<file path="src/rtl/soc_reset_pkg.sv">
// Shared encodings and helpers for the SoC reset sequencer.
package soc_reset_pkg;

  localparam logic [1:0] RESET     = 2'd0;
  localparam logic [1:0] WAIT_LOCK = 2'd1;
  localparam logic [1:0] HOLD      = 2'd2;
  localparam logic [1:0] RUN       = 2'd3;

  typedef enum logic [1:0] {
    StReset    = RESET,
    StWaitLock = WAIT_LOCK,
    StHold     = HOLD,
    StRun      = RUN
  } seq_state_e;

  localparam int unsigned LOST_CNT_W = 8;

  // Bits needed for a counter that must reach max_val.
  function automatic int unsigned cnt_width(input int unsigned max_val);
    return (max_val < 2) ? 1 : $clog2(max_val + 1);
  endfunction

endpackage

</file>
<file path="src/rtl/soc_reset_sequencer_debounce.sv">
// Synchronizes the active-low user button and debounces it into btn_db_o (1 = pressed).
module reset_debounce
  import soc_reset_pkg::*;
#(
  parameter int unsigned SYNC_STAGES     = 2,
  parameter int unsigned DEBOUNCE_CYCLES = 50000,
  parameter int unsigned CNT_W           = 20
) (
  input  logic clk_i,
  input  logic reset_i,
  input  logic button_n_i,
  output logic btn_db_o
);

  localparam logic [CNT_W-1:0] DbLast = CNT_W'(DEBOUNCE_CYCLES - 1);

  logic [SYNC_STAGES-1:0] sync_q;
  logic                   btn_s;
  logic [CNT_W-1:0]       cnt_q, cnt_d;
  logic                   db_q, db_d;

  always_ff @(posedge clk_i) begin
    sync_q <= {sync_q[SYNC_STAGES-2:0], button_n_i};
  end

  assign btn_s = ~sync_q[SYNC_STAGES-1];

  // Counter only runs while the raw sample disagrees with the debounced value.
  always_comb begin
    db_d  = db_q;
    cnt_d = '0;
    if (btn_s != db_q) begin
      if (cnt_q == DbLast) begin
        db_d = ~db_q;
      end else begin
        cnt_d = cnt_q + CNT_W'(1);
      end
    end
  end

  always_ff @(posedge clk_i) begin
    if (reset_i) begin
      db_q  <= 1'b0;
      cnt_q <= '0;
    end else begin
      db_q  <= db_d;
      cnt_q <= cnt_d;
    end
  end

  assign btn_db_o = db_q;

endmodule

</file>
<file path="src/rtl/soc_reset_sequencer.sv">
// Qualifies PLL lock and the user button, then releases soc_reset and, later,
// periph_reset in a counted order.
module soc_reset_sequencer
  import soc_reset_pkg::*;
#(
  parameter int unsigned SYNC_STAGES     = 2,
  parameter int unsigned DEBOUNCE_CYCLES = 50000,
  parameter int unsigned LOCK_STABLE     = 1024,
  parameter int unsigned SOC_HOLD        = 64,
  parameter int unsigned PERIPH_DELAY    = 256,
  parameter int unsigned CNT_W           = 20
) (
  input  logic                  io_systemClk,
  input  logic                  reset,
  input  logic                  pll_locked,
  input  logic                  button_n,
  output logic                  soc_reset,
  output logic                  periph_reset,
  output logic [1:0]            seq_state,
  output logic [LOST_CNT_W-1:0] lock_lost_count
);

  localparam logic [CNT_W-1:0] LockLast    = CNT_W'(LOCK_STABLE - 1);
  localparam logic [CNT_W-1:0] HoldLast    = CNT_W'(SOC_HOLD - 1);
  localparam logic [CNT_W-1:0] PeriphDelay = CNT_W'(PERIPH_DELAY);

  logic [SYNC_STAGES-1:0] lock_sync_q;
  logic                   lock_s;
  logic                   btn_db;
  logic                   abort;

  seq_state_e            state_q, state_d;
  logic [CNT_W-1:0]      cnt_q, cnt_d;
  logic                  soc_reset_q, soc_reset_d;
  logic                  periph_reset_q, periph_reset_d;
  logic [LOST_CNT_W-1:0] lost_q, lost_d;

  always_ff @(posedge io_systemClk) begin
    lock_sync_q <= {lock_sync_q[SYNC_STAGES-2:0], pll_locked};
  end

  assign lock_s = lock_sync_q[SYNC_STAGES-1];

  reset_debounce #(
    .SYNC_STAGES    (SYNC_STAGES),
    .DEBOUNCE_CYCLES(DEBOUNCE_CYCLES),
    .CNT_W          (CNT_W)
  ) u_debounce (
    .clk_i     (io_systemClk),
    .reset_i   (reset),
    .button_n_i(button_n),
    .btn_db_o  (btn_db)
  );

  always_comb begin
    state_d = state_q;
    cnt_d   = cnt_q;
    lost_d  = lost_q;
    abort   = (state_q != StReset) && (!lock_s || btn_db);

    case (state_q)
      StReset: begin
        state_d = StWaitLock;
        cnt_d   = '0;
      end
      StWaitLock: begin
        if (cnt_q == LockLast) begin
          state_d = StHold;
          cnt_d   = '0;
        end else begin
          cnt_d = cnt_q + CNT_W'(1);
        end
      end
      StHold: begin
        if (cnt_q == HoldLast) begin
          state_d = StRun;
          cnt_d   = '0;
        end else begin
          cnt_d = cnt_q + CNT_W'(1);
        end
      end
      StRun: begin
        if (cnt_q < PeriphDelay) begin
          cnt_d = cnt_q + CNT_W'(1);
        end
      end
      default: begin
        state_d = StReset;
        cnt_d   = '0;
      end
    endcase

    // Abort overrides any counter completion in the same cycle.
    if (abort) begin
      state_d = StWaitLock;
      cnt_d   = '0;
      if ((state_q == StRun) && !lock_s && (lost_q != '1)) begin
        lost_d = lost_q + LOST_CNT_W'(1);
      end
    end

    // Release needs one settled cycle in RUN; any exit re-asserts immediately.
    soc_reset_d    = !((state_q == StRun) && (state_d == StRun));
    periph_reset_d = soc_reset_d || (cnt_q < PeriphDelay);
  end

  always_ff @(posedge io_systemClk) begin
    if (reset) begin
      state_q        <= StReset;
      cnt_q          <= '0;
      soc_reset_q    <= 1'b1;
      periph_reset_q <= 1'b1;
      lost_q         <= '0;
    end else begin
      state_q        <= state_d;
      cnt_q          <= cnt_d;
      soc_reset_q    <= soc_reset_d;
      periph_reset_q <= periph_reset_d;
      lost_q         <= lost_d;
    end
  end

  assign soc_reset       = soc_reset_q;
  assign periph_reset    = periph_reset_q;
  assign seq_state       = state_q;
  assign lock_lost_count = lost_q;

endmodule

</file>
<file path="config.mk">
export PLATFORM = sky130hd
export DESIGN_NAME = soc_reset_sequencer
export DESIGN_NICKNAME = d
export VERILOG_FILES = /design/src/rtl/soc_reset_pkg.sv /design/src/rtl/soc_reset_sequencer_debounce.sv /design/src/rtl/soc_reset_sequencer.sv
export SDC_FILE = /design/constraint.sdc
export NUM_CORES = 1
export LEC_CHECK = 0
export ABC_CLOCK_PERIOD_IN_PS = 4700
export CORE_MARGIN = 5
export CORE_UTILIZATION = 61
export CTS_CLUSTER_SIZE = 28
export DETAILED_ROUTE_END_ITERATION = 7
export GPL_ROUTABILITY_DRIVEN = 0
export PLACE_DENSITY = 0.81
export RECOVER_POWER = 100
export SETUP_SLACK_MARGIN = 0.5
export SLEW_MARGIN = 20
export SYNTH_ARGS = -nofsm -noshare
export SYNTH_HDL_FRONTEND = slang
export SYNTH_HIERARCHICAL = 1
export SYNTH_SLANG_ARGS = --single-unit
</file>
<file path="constraint.sdc">
create_clock -name io_systemClk -period 4.7 [get_ports io_systemClk]
set_clock_uncertainty 0.2 [all_clocks]
set_input_delay 0.705 -clock io_systemClk [delete_from_list [all_inputs] [get_ports io_systemClk]]
set_output_delay 0.705 -clock io_systemClk [all_outputs]
set_load 0.005 [all_outputs]
</file>
After elaboration in Yosys (flattened, before gate mapping)

Cells that the tools add are included.

Bits in registers: 57
Bits in latches: 0
Memory bits (writable): 0
Bits in read-only memories: 0
Output and inout port bits: 12
Memories: 0

Add/sub/neg operators: 3
Multipliers: 0
Divide/modulo/power cells: 0
$lt $le $gt $ge: 1
Equal/unequal tests: 10
Shift operators: 0
Muxes and demuxes: 8
Bitwise gates (word level): 3
Reductions and logical operators: 14

Operators by type and width:

| operator              | number |
|---|---|
| $pmux 20 s4           | 1 |
| $mux 20               | 3 |
| $add 20x1->20 const B | 2 |
| $eq 20x10->1 const B  | 1 |
| $eq 20x16->1 const B  | 1 |
| $eq 20x6->1 const B   | 1 |
| $lt 20x9->1 const B   | 1 |
| $add 8x1->8 const B   | 1 |
| $ne 8x8->1 const B    | 1 |
| $eq 2x2->1 const B    | 3 |
| $mux 2                | 3 |
| $pmux 2 s3            | 1 |
| $logic_and 1x1->1     | 4 |
| $reduce_and 2->1      | 2 |
| $not 1->1             | 3 |
| $reduce_or 3->1       | 1 |
| $eq 2x1->1 const B    | 1 |
| $logic_not 1->1       | 2 |
| $logic_not 2->1       | 1 |
| $logic_or 1x1->1      | 2 |
| $ne 2x2->1 const B    | 1 |
| $reduce_bool 2->1     | 1 |
| $reduce_or 2->1       | 1 |
| $ne 1x1->1            | 1 |

Depth between registers and ports, before layout

Depth in word-level cells: 8
Depth in mapped cells: 8
Gate-level depth less buffers: 7

Modules after synthesis

Netlist, hierarchy kept.

By module, submodules not included:

| module              | times used | cells each | area an instance (µm²) |
|---|---|---|---|
| soc_reset_sequencer | 1          | 184        | 1691.6 |
| reset_debounce      | 1          | 114        | 1114.8 |

Worst setup path before layout

No wires, ideal clock.

Kind: input -> register
Start point: input reset
End point: register, netlist name cnt_q[17]
Library setup time: 0.101 ns
Arrival time: 1.915 ns
Required time: 4.399 ns
Path slack: 2.484 ns
Stages: 6
Buffers on the path: 2
Cells stage by stage: clkbuf_1 > nor3b_2 > o21ai_0 > a211o_2 > buf_6 > o41ai_1

RTL lines:

| what        | RTL line                  | text |
|---|---|---|
| from (decl) | soc_reset_sequencer.sv:14 | `input logic reset,` |

==> impl_metrics.py <==
metrics = {
    "status": {
        "outcome": "completed",
    },
    "route": {
        "initialDrtViolationCount": 123,
        "post_drt_wl_per_cell_um": 13.96,
        "drtAntennaViolNets": 0,
        "route.detailed.drc": 0,
        "viasPerCell": 5.889,
        "drt-total-wl_um": 5179,
        "num_vias": 2185,
        "drt-pass1-iter-count": 4,
    },
    "clock_network": {
        "cts.sinks": 57,
        "cts_buffers": 9,
        "cts_hold_buf": 0,
        "clock_latency_ns": 0.33,
        "post-cts-setup-buffer-count": 0,
        "clock_tree.root_cell": "clkbuf_8",
        "cts_resized": 0,
        "htreeDepth": 3,
        "clk_pin_slew_worst_paths_ns": 0.06,
        "clock_path_buffers": 2,
        "cts_tree": "yes",
    },
    "power": {
        "p_per_area_nw_per_um2": 295.1,
        "ir_worst_vdd_v": 0.0002185,
        "p_int_mw": 0.7096,
        "p_clk_frac": 0.441,
        "switching_share": 0.2149,
        "p_switching_mw": 0.1943,
        "pwr-share-comb": 0.017,
        "leakage_nw": 1.016,
        "pwr-share-seq": 0.543,
    },
    "worst_setup_path": {
        "worstPathRequired_ns": 4.78,
        "rrSetupSlack_ns": 1.81,
        "start_kind": "input pin",
        "path_cells": "dlygate4sd3_1, nor3b_1, o21ai_0, a211o_1, nor3_1, a221o_1",
        "crit_fanout": 20,
        "cp_slowest_cell": "dlygate4sd3_1",
        "critical_path.top_delay_family": "compound AO/OA/AOI/OAI gates",
        "slowest_delay_ns": 0.72,
        "r2r-end": "cnt_q[18]",
        "path_buf_inv": 1,
        "end_kind": "flop",
        "r2r-start": "cnt_q[0]",
        "crit_arrival_ns": 3.03,
        "crit_type": "in2reg",
        "reg2reg_depth": 7,
    },
    "sta": {
        "hold_violations": 0,
        "worst_pin_slew_ns": 0.9016,
        "maxSlewViolCount": 0,
        "fmax_mhz": 338.6,
        "maxSlewHeadroom": 0.3948,
        "setup_viol": 0,
        "tns_ns": 0,
        "period_share": 0.6284,
        "rsz0062_at_grt": "false",
        "period_minus_slack_ns": 2.954,
    },
    "worst_hold_path": {
        "holdPathEnd": "lock_sync_q[1]",
        "holdPathStages": 0,
        "hold_path.class": "reg2reg",
        "hp-start": "lock_sync_q[0]",
    },
    "floorplanning": {
        "fp.dieH_um": 77.83,
        "start_util": 0.6358,
        "die_area_um2": 6058,
        "ios": 16,
        "core_um2": 4414,
        "die_w_um": 77.83,
        "rows": 24,
    },
    "global_routing": {
        "grt_antenna_before_repair": 0,
        "grt_max_degree": 21,
        "grt_pass1_vias": 2155,
        "grt_pass1_wl_um": 9411,
        "track_usage": 0.1893,
        "gr-total-overflow": 0,
    },
    "placed_design": {
        "port_buffers": 15,
        "dp_cells": 355,
        "placed_area_um2": 2928,
        "post-dp-hpwl_um": 3619,
    },
    "logic_synthesis": {
        "syn_avg_cell_area_um2": 9.418,
        "synth.net_count": 305,
        "synth_warnings": 6,
        "async_flop_share": 0,
        "synth_area_um2": 2806,
        "synth_edf_count": 0,
        "ys_types": 55,
        "synthCells": 298,
        "synth-main-ff-cell": "dfxtp_1",
        "ys_seq_area_frac": 0.4066,
        "ys_ff_latch": 57,
    },
    "cells_and_area": {
        "num-nets-final": 321,
        "drive_gt1_frac": 0.1567,
        "stdcell_count": 371,
        "num_antenna_cells": 0,
        "final_core_util": 0.6939,
        "finalInstanceArea_um2": 3063,
        "syn_to_final_growth_pct": 9.140,
    },
    "flow_run": {
        "cap_violations": 0,
    },
}
layout make-up:
cell class / instances / area, µm²
multi-input cells: 222 / 1499
fillers: 363 / 1351
flip-flops and latches: 57 / 1141
clock buffers: 13 / 158.9
repair buffers: 15 / 150.1
well taps: 52 / 65.06
inverters: 9 / 33.78
clock inverters: 3 / 15.01
state kept, by name, indices dropped and copies added (netlist names):
signal,count
periph_reset,1
seq_state,2
lock_sync_q,2
cnt_q,20
u_debounce/cnt_q,20
u_debounce/sync_q,2
lock_lost_count,8
u_debounce/btn_db_o,1
soc_reset,1
how the worst max path moves through the flow:
stage / slack (ns) / end / depth (start not counted) / from
after floorplan: 2.48 / cnt_q[17] / 6 / reset
after CTS: 2.04 / cnt_q[18] / 6 / reset
after global routing: 1.50 / cnt_q[18] / 6 / reset
after global placement: 1.77 / cnt_q[17] / 5 / reset
final: 1.75 / cnt_q[18] / 6 / reset
after detailed placement: 1.69 / cnt_q[18] / 6 / reset
cells in the mapped netlist, types with 5 or more instances:
master / count / area share
dfxtp_1: 57 / 0.41
nor2_1: 40 / 0.053
xnor2_1: 24 / 0.075
nand2_1: 18 / 0.024
nand4_1: 17 / 0.038
nand3_1: 13 / 0.023
xor2_1: 13 / 0.041
nor2_2: 12 / 0.027
inv_1: 9 / 0.012
a21oi_1: 8 / 0.014
nor3_2: 6 / 0.021
and3_1: 5 / 0.011
nor3_1: 5 / 0.0089
nor4_2: 5 / 0.022
or3_1: 5 / 0.011
routing by layer:
metal | global-route usage | up-vias | part of all wire
met4 | 0.09794 | 0 | 0.022
met2 | 0.3139 | 43 | 0.49
li1 | - | 1089 | -
met1 | 0.2283 | 1041 | 0.46
met5 | 0 | - | 0
met3 | 0.04167 | 12 | 0.030
logic make-up after synthesis:
logic type,count (synthesis),synth area share
flip-flops,57,0.4066
adder cells (fa/ha/maj),3,0.01338
AO/OA/AOI/OAI,27,0.07981
buffers and inverters,19,0.04547
XOR/XNOR,37,0.1155
AND/OR/NAND/NOR,154,0.3357
multiplexers,1,0.003567
through the flow:
step | setup WS [ns] | total power [mW] | hold WS (ns)
floorplan | 2.484 | 0.5145 | 0.1096
global placement | 1.771 | 0.5175 | 0.1112
detailed placement | 1.685 | 0.5179 | 0.1135
finish | 1.746 | 0.9039 | 0.1287
global route | 1.502 | 0.9364 | 0.1441
CTS | 2.038 | 0.9125 | 0.1278
cells in the final DEF (no fill, tap or decap), types with 5 or more instances in the layout:
cell / instances
nor3_2: 5
clkbuf_8: 11
nand4_1: 17
xnor2_1: 24
inv_1: 9
nor2_1: 41
dfxtp_1: 57
nor2_2: 11
nand3_1: 14
or3_1: 5
dlygate4sd3_1: 15
nor4_2: 5
xor2_1: 13
and3_1: 5
nor3_1: 6
nand2_1: 18
a21oi_1: 8
power by group through the flow:
| stage | sequential, mW | clock (mW) | combinational [mW] |
|---|---|---|---|
| global route | 0.491 | 0.428 | 0.0174 |
| CTS | 0.491 | 0.405 | 0.0167 |
| floorplan | 0.500 | 0 | 0.0149 |
| finish | 0.490 | 0.398 | 0.0152 |
| detailed placement | 0.501 | 0 | 0.0166 |
| global placement | 0.501 | 0 | 0.0163 |
(Power assumes the default switching activity.)
